$ cat src/rtl/relu_backward_stream.sv
// relu_backward_stream: two-stage valid/ready float32 ReLU (forward) / ReLU gradient (backward) with optional power-of-two leaky slope
// Ports:
//   clk, reset          clock and asynchronous active-high reset
//   mode                0 = forward y = relu(x), 1 = backward dx = dy gated by x > 0
//   in_valid/in_ready   input handshake for in_data (x) and in_diff (dy), LANES float32 each
//   out_valid/out_ready output handshake for out_data (y or dx)
//   clear_count         synchronous clear of zero_count (wins over a same-cycle increment)
//   zero_count          saturating count of lanes that took the negative branch
module relu_backward_stream #(
  parameter int LANES       = 4,
  parameter int LEAKY       = 0,
  parameter int SLOPE_SHIFT = 3,
  parameter int CNT_W       = 32
) (
  input  logic                  clk,
  input  logic                  reset,
  input  logic                  mode,
  input  logic                  in_valid,
  output logic                  in_ready,
  input  logic [LANES*32-1:0]   in_data,
  input  logic [LANES*32-1:0]   in_diff,
  output logic                  out_valid,
  input  logic                  out_ready,
  output logic [LANES*32-1:0]   out_data,
  input  logic                  clear_count,
  output logic [CNT_W-1:0]      zero_count
);
  localparam int IW = $clog2(LANES + 1);
  localparam logic [7:0] K = 8'(SLOPE_SHIFT);
  localparam logic [CNT_W+IW-1:0] MAX = {{IW{1'b0}}, {CNT_W{1'b1}}};
  logic                  s1_valid, s2_valid, adv1, adv2, accept;
  logic [LANES-1:0]      neg, s1_neg;
  logic [LANES*32-1:0]   v, s1_v, res;
  logic [IW-1:0]         inc;
  logic [CNT_W+IW-1:0]   sum;
  logic [31:0]           sv;
  logic [7:0]            e;
  always_comb begin
    adv2 = !s2_valid | out_ready;
    adv1 = !s1_valid | adv2;
    in_ready = adv1 & !reset;
    accept = in_valid & in_ready;
    neg = '0;
    v = '0;
    inc = '0;
    for (int i = 0; i < LANES; i++) begin
      // strict x > 0: both signed zeros and every negative (incl. negative NaN) go negative
      neg[i] = in_data[32*i+31] | (in_data[32*i +: 31] == 31'h0);
      v[32*i +: 32] = mode ? in_diff[32*i +: 32] : in_data[32*i +: 32];
      inc = inc + IW'(neg[i]);
    end
    sum = {{IW{1'b0}}, zero_count} + {{CNT_W{1'b0}}, inc};
  end
  // leaky scaling by 2^-K is an exponent decrement; inf/NaN pass, tiny values flush to signed zero
  always_comb begin
    res = '0;
    sv = '0;
    e = '0;
    for (int i = 0; i < LANES; i++) begin
      sv = s1_v[32*i +: 32];
      e = sv[30:23];
      res[32*i +: 32] = !s1_neg[i] ? sv :
                        LEAKY == 0 ? 32'h0 :
                        e == 8'hff ? sv :
                        e <= K ? {sv[31], 31'b0} :
                        {sv[31], e - K, sv[22:0]};
    end
  end
  always_ff @(posedge clk or posedge reset) begin
    if (reset) begin
      s1_valid <= 1'b0;
      s2_valid <= 1'b0;
      s1_neg <= '0;
      s1_v <= '0;
      out_data <= '0;
      zero_count <= '0;
    end else begin
      if (adv1) s1_valid <= accept;
      if (accept) begin
        s1_neg <= neg;
        s1_v <= v;
      end
      if (adv2) s2_valid <= s1_valid;
      if (adv2 && s1_valid) out_data <= res;
      zero_count <= clear_count ? '0 : !accept ? zero_count : sum > MAX ? {CNT_W{1'b1}} : sum[CNT_W-1:0];
    end
  end
  assign out_valid = s2_valid;
endmodule
$ cat config.mk
export PLATFORM = sky130hd
export DESIGN_NAME = relu_backward_stream
export DESIGN_NICKNAME = d
export VERILOG_FILES = /design/src/rtl/relu_backward_stream.sv
export SDC_FILE = /design/constraint.sdc
export NUM_CORES = 1
export LEC_CHECK = 0
export ABC_AREA = 1
export CELL_PAD_IN_SITES_DETAIL_PLACEMENT = 1
export CELL_PAD_IN_SITES_GLOBAL_PLACEMENT = 1
export CORE_MARGIN = 2
export CORE_UTILIZATION = 34
export CTS_CLUSTER_DIAMETER = 40
export DETAILED_ROUTE_END_ITERATION = 8
export PLACE_DENSITY = 0.8
export SLEW_MARGIN = 10
export SYNTH_ARGS = -nofsm -noshare
export SYNTH_HDL_FRONTEND = slang
export SYNTH_SLANG_ARGS = --single-unit
$ cat constraint.sdc
create_clock -name clk -period 13.3 [get_ports clk]
set_input_delay 1.995 -clock clk [delete_from_list [all_inputs] [get_ports clk]]
set_output_delay 1.995 -clock clk [all_outputs]
set_load 0.02 [all_outputs]
==> results.md <==
- Sequential-to-total area share from yosys stat: 0.502
- Inserted Clock Buffers: 50
- Hold violation count in the final report: 0
- Tightest Hold Check Type: flip-flop to flip-flop
- Reg-to-reg slack, setup: 10.20 ns
- Relative contribution of sequential cells to total power: 0.361
- Via count of the first global-routing pass: 15276
- Result of the run: finished, final reports clean
- Critical Path Slowest Stage Cell: clkdlybuf4s50_1
- Power density of the placed cells: 150 nW/um2
- Slew of the pin with the lowest slew margin: 1.20 ns
- Die footprint: 44800 um2
- Max-cap check violation count: 0
- Slowest Stage Delay on Critical Path: 0.63 ns
- Clk pwr share: 0.415
- Signed area change from the synthesized netlist to the final layout: 42.9%
- Syn Std Cell Area: 14700 um2
- Boundary pin count: 424
- Syn_area_per_cell: 7.40 um2
- DR iter-0 viols: 766
- Achievable frequency: 164 MHz
- Number of setup violations in the final report: 0
- Die outline height: 212 um
- Leakage: 0.00994 uW
- Rel. slew slack: 0.200
- Cell Chain, Critical Path: clkdlybuf4s50_1, inv_8, nand2_1, inv_1, clkdlybuf4s50_1
- Overall Global Routing Usage: 0.231
- Cell mode on critical path: clkdlybuf4s50_1
- Least setup slack across all paths after layout: 7.19 ns
- Number of H-tree levels: 2
- Internal power consumption: 2170 uW
- Detailed placement HPWL: 35.9 mm
- Cell variety after synth: 33
- Post-DR wirelength/cell: 17.7 um
- Overall power after layout: 3140 uW
- Number of port buffers: 423
- Commonest cells after routing, fill and taps aside: nand2_1 (698), clkdlybuf4s50_1 (422), inv_1 (299)
- Clock tree sinks: 294
- Post-route cell area: 21000 um2
- Count of state elements after synthesis: 294
- Worst VDD drop: 0.108 mV
- # nets final: 2626
- Post-DRT Antenna Nets: 0
- Largest clock skew in the final design: 0.0185 ns
- Total detailed-routing wirelength: 52.2 mm
- Die Width: 212 um
- Crit start category: input pin
- Minimum period implied by the final worst setup slack: 6.11 ns
- Net load switching power: 969 uW
- # Post-CTS Setup Buffers: 0
- Data arrival time of the worst path: 4.11 ns
- Number of cells produced by synthesis: 1980
- Switching part of the total: 0.308
- Total of warnings raised by yosys: 0
- Critical path buffers and inverters: 4
- Fraction of final layout cells with drive strength greater than 1: 0.0563
- GRT overflow: 0
- Most common cell after layout, fill and taps aside: nand2_1
- Remaining routing DRC violations: 0
- TritonCTS clock tree: built
- Clock root buffer: clkbuf_16
- Max clock buf depth: 3
- Net count after synthesis: 2246
- Worst-skew pair later-pin latency: 0.56 ns
- Fin crit share: 0.459
- First-pass detailed-route iteration total: 5
- Endpoint type of the worst setup path: output pin
- Rows: 76
- Setup_tns: 0 ns
- Number of buffers added to fix hold violations after cts: 0
- Effective utilization at floorplan: 0.343
- Data required time of the worst path: 11.31 ns
- Worst hold margin: 0.471 ns
- Clk slew on worst S/H paths: 0.05 ns
- Total number of vias: 14409
- Share of total power in combinational logic: 0.224
- Via density per instance: 4.88
- Antenna violations before repair: 7
- RSZ-0062 raised after global routing: no
- Max Slew Vio Count: 0
- Dominant delay contributor by cell family on the critical path: buffers and inverters
- Placement-stage worst setup slack: 7.15 ns
- Global-route wire length before repair: 81.9 mm
- Post_cts resized: 0
- Critical path peak fanout: 91
- GP Congestion: 0.884
- Core footprint: 42800 um2
- Total cell area at the placement stage: 19200 um2
- Pin count of the biggest net entering global routing: 256
- Critical path start-end classification: input pin to output pin
==> synthesized netlist by cell type (all sizes together) <==
library cell  instances  area share
mux2                  2      0.0015
buf                  55       0.020
clkbuf               50       0.013
nand3               158       0.055
a21oi                 1     0.00034
inv                 304       0.078
o31ai                 1     0.00051
ha                    1     0.00085
nor3                  3      0.0010
nand2               703        0.18
fa                    3      0.0041
o21ai               279       0.097
nand4                32       0.015
o211ai                6      0.0031
nand3b                1     0.00051
dfrtp               294        0.50
xnor2                 2      0.0012
nor2                 81       0.024
xor2                  4      0.0024
==> per-layer routing <==
metal / vias to the layer above / wire [um] / global-route usage
li1: 6904 / - / -
met1: 7034 / 21400 / 0.278
met2: 353 / 26200 / 0.407
met3: 114 / 2860 / 0.0482
met4: 4 / 1710 / 0.0843
met5: - / 29 / 0
==> path summary, 6_finish.rpt <==
check / from / endpoint / depth (start not counted)
setup / recovery: reset / in_ready / 5
hold / removal: s1_v[47]$_DFFE_PP0P_ / s1_v[47]$_DFFE_PP0P_ / 2
setup reg to reg: out_valid$_DFFE_PP0P_ / s1_v[82]$_DFFE_PP0P_ / 8
hold reg to reg: s1_v[47]$_DFFE_PP0P_ / s1_v[47]$_DFFE_PP0P_ / 2
max in group asynchronous: reset / zero_count[13]$_DFFE_PP0P_ / 4
min in group asynchronous: reset / out_data[96]$_DFFE_PP0P_ / 2
==> worst reg2reg max path: stages, from the launching register on <==
cell     delay, ns
dfrtp_1       0.43
nand3_1       0.14
nand2_1       0.19
nor2_4        0.04
buf_4         0.34
inv_4         0.78
buf_4         0.78
nand2_1       0.22
nand2_1       0.12
==> power by group through the flow <==
stage / clock network (uW) / registers, uW / logic [uW]
2_1_floorplan: 0 / 1240 / 226
3_3_place_gp: 0 / 1140 / 687
3_5_place_dp: 0 / 1150 / 703
4_1_cts: 1330 / 1140 / 712
5_1_grt: 1370 / 1150 / 765
6_report: 1300 / 1140 / 703
==> final cells by class <==
class	count	area, um2
Timing Repair Buffer	433	4320
Tap cell	546	683
Sequential cell	294	7360
Clock inverter	34	382
Fill cell	5264	21800
Multi-Input combinational cell	1277	5710
Inverter	304	1150
Clock buffer	58	1330
Antenna cell	6	15.0
==> through the flow <==
stage / utilization / cells
6_report: 0.490 / 2952
3_3_place_gp: 0.449 / 2854
2_1_floorplan: - / 1980
5_1_grt: 0.490 / 2951
4_1_cts: 0.489 / 2946
3_5_place_dp: 0.449 / 2854
==> state kept, by name, indices dropped and copies added (netlist names) <==
register and flops:
out_data 128, out_valid 1, s1_neg 4, s1_v 128
s1_valid 1, zero_count 32
==> logic make-up (layout without fill, tap and decap cells) <==
kind of cell,after synthesis,in the layout,share of synthesized area
multiplexers,2,2,0.00154
XOR/XNOR,6,6,0.00358
other,0,6,0
AO/OA/AOI/OAI,287,287,0.100
flip-flops,294,294,0.502
AND/OR/NAND/NOR,978,978,0.277
buffers and inverters,409,829,0.110
adder cells (fa/ha/maj),4,4,0.00495
Power figures use the tool's default switching activity.
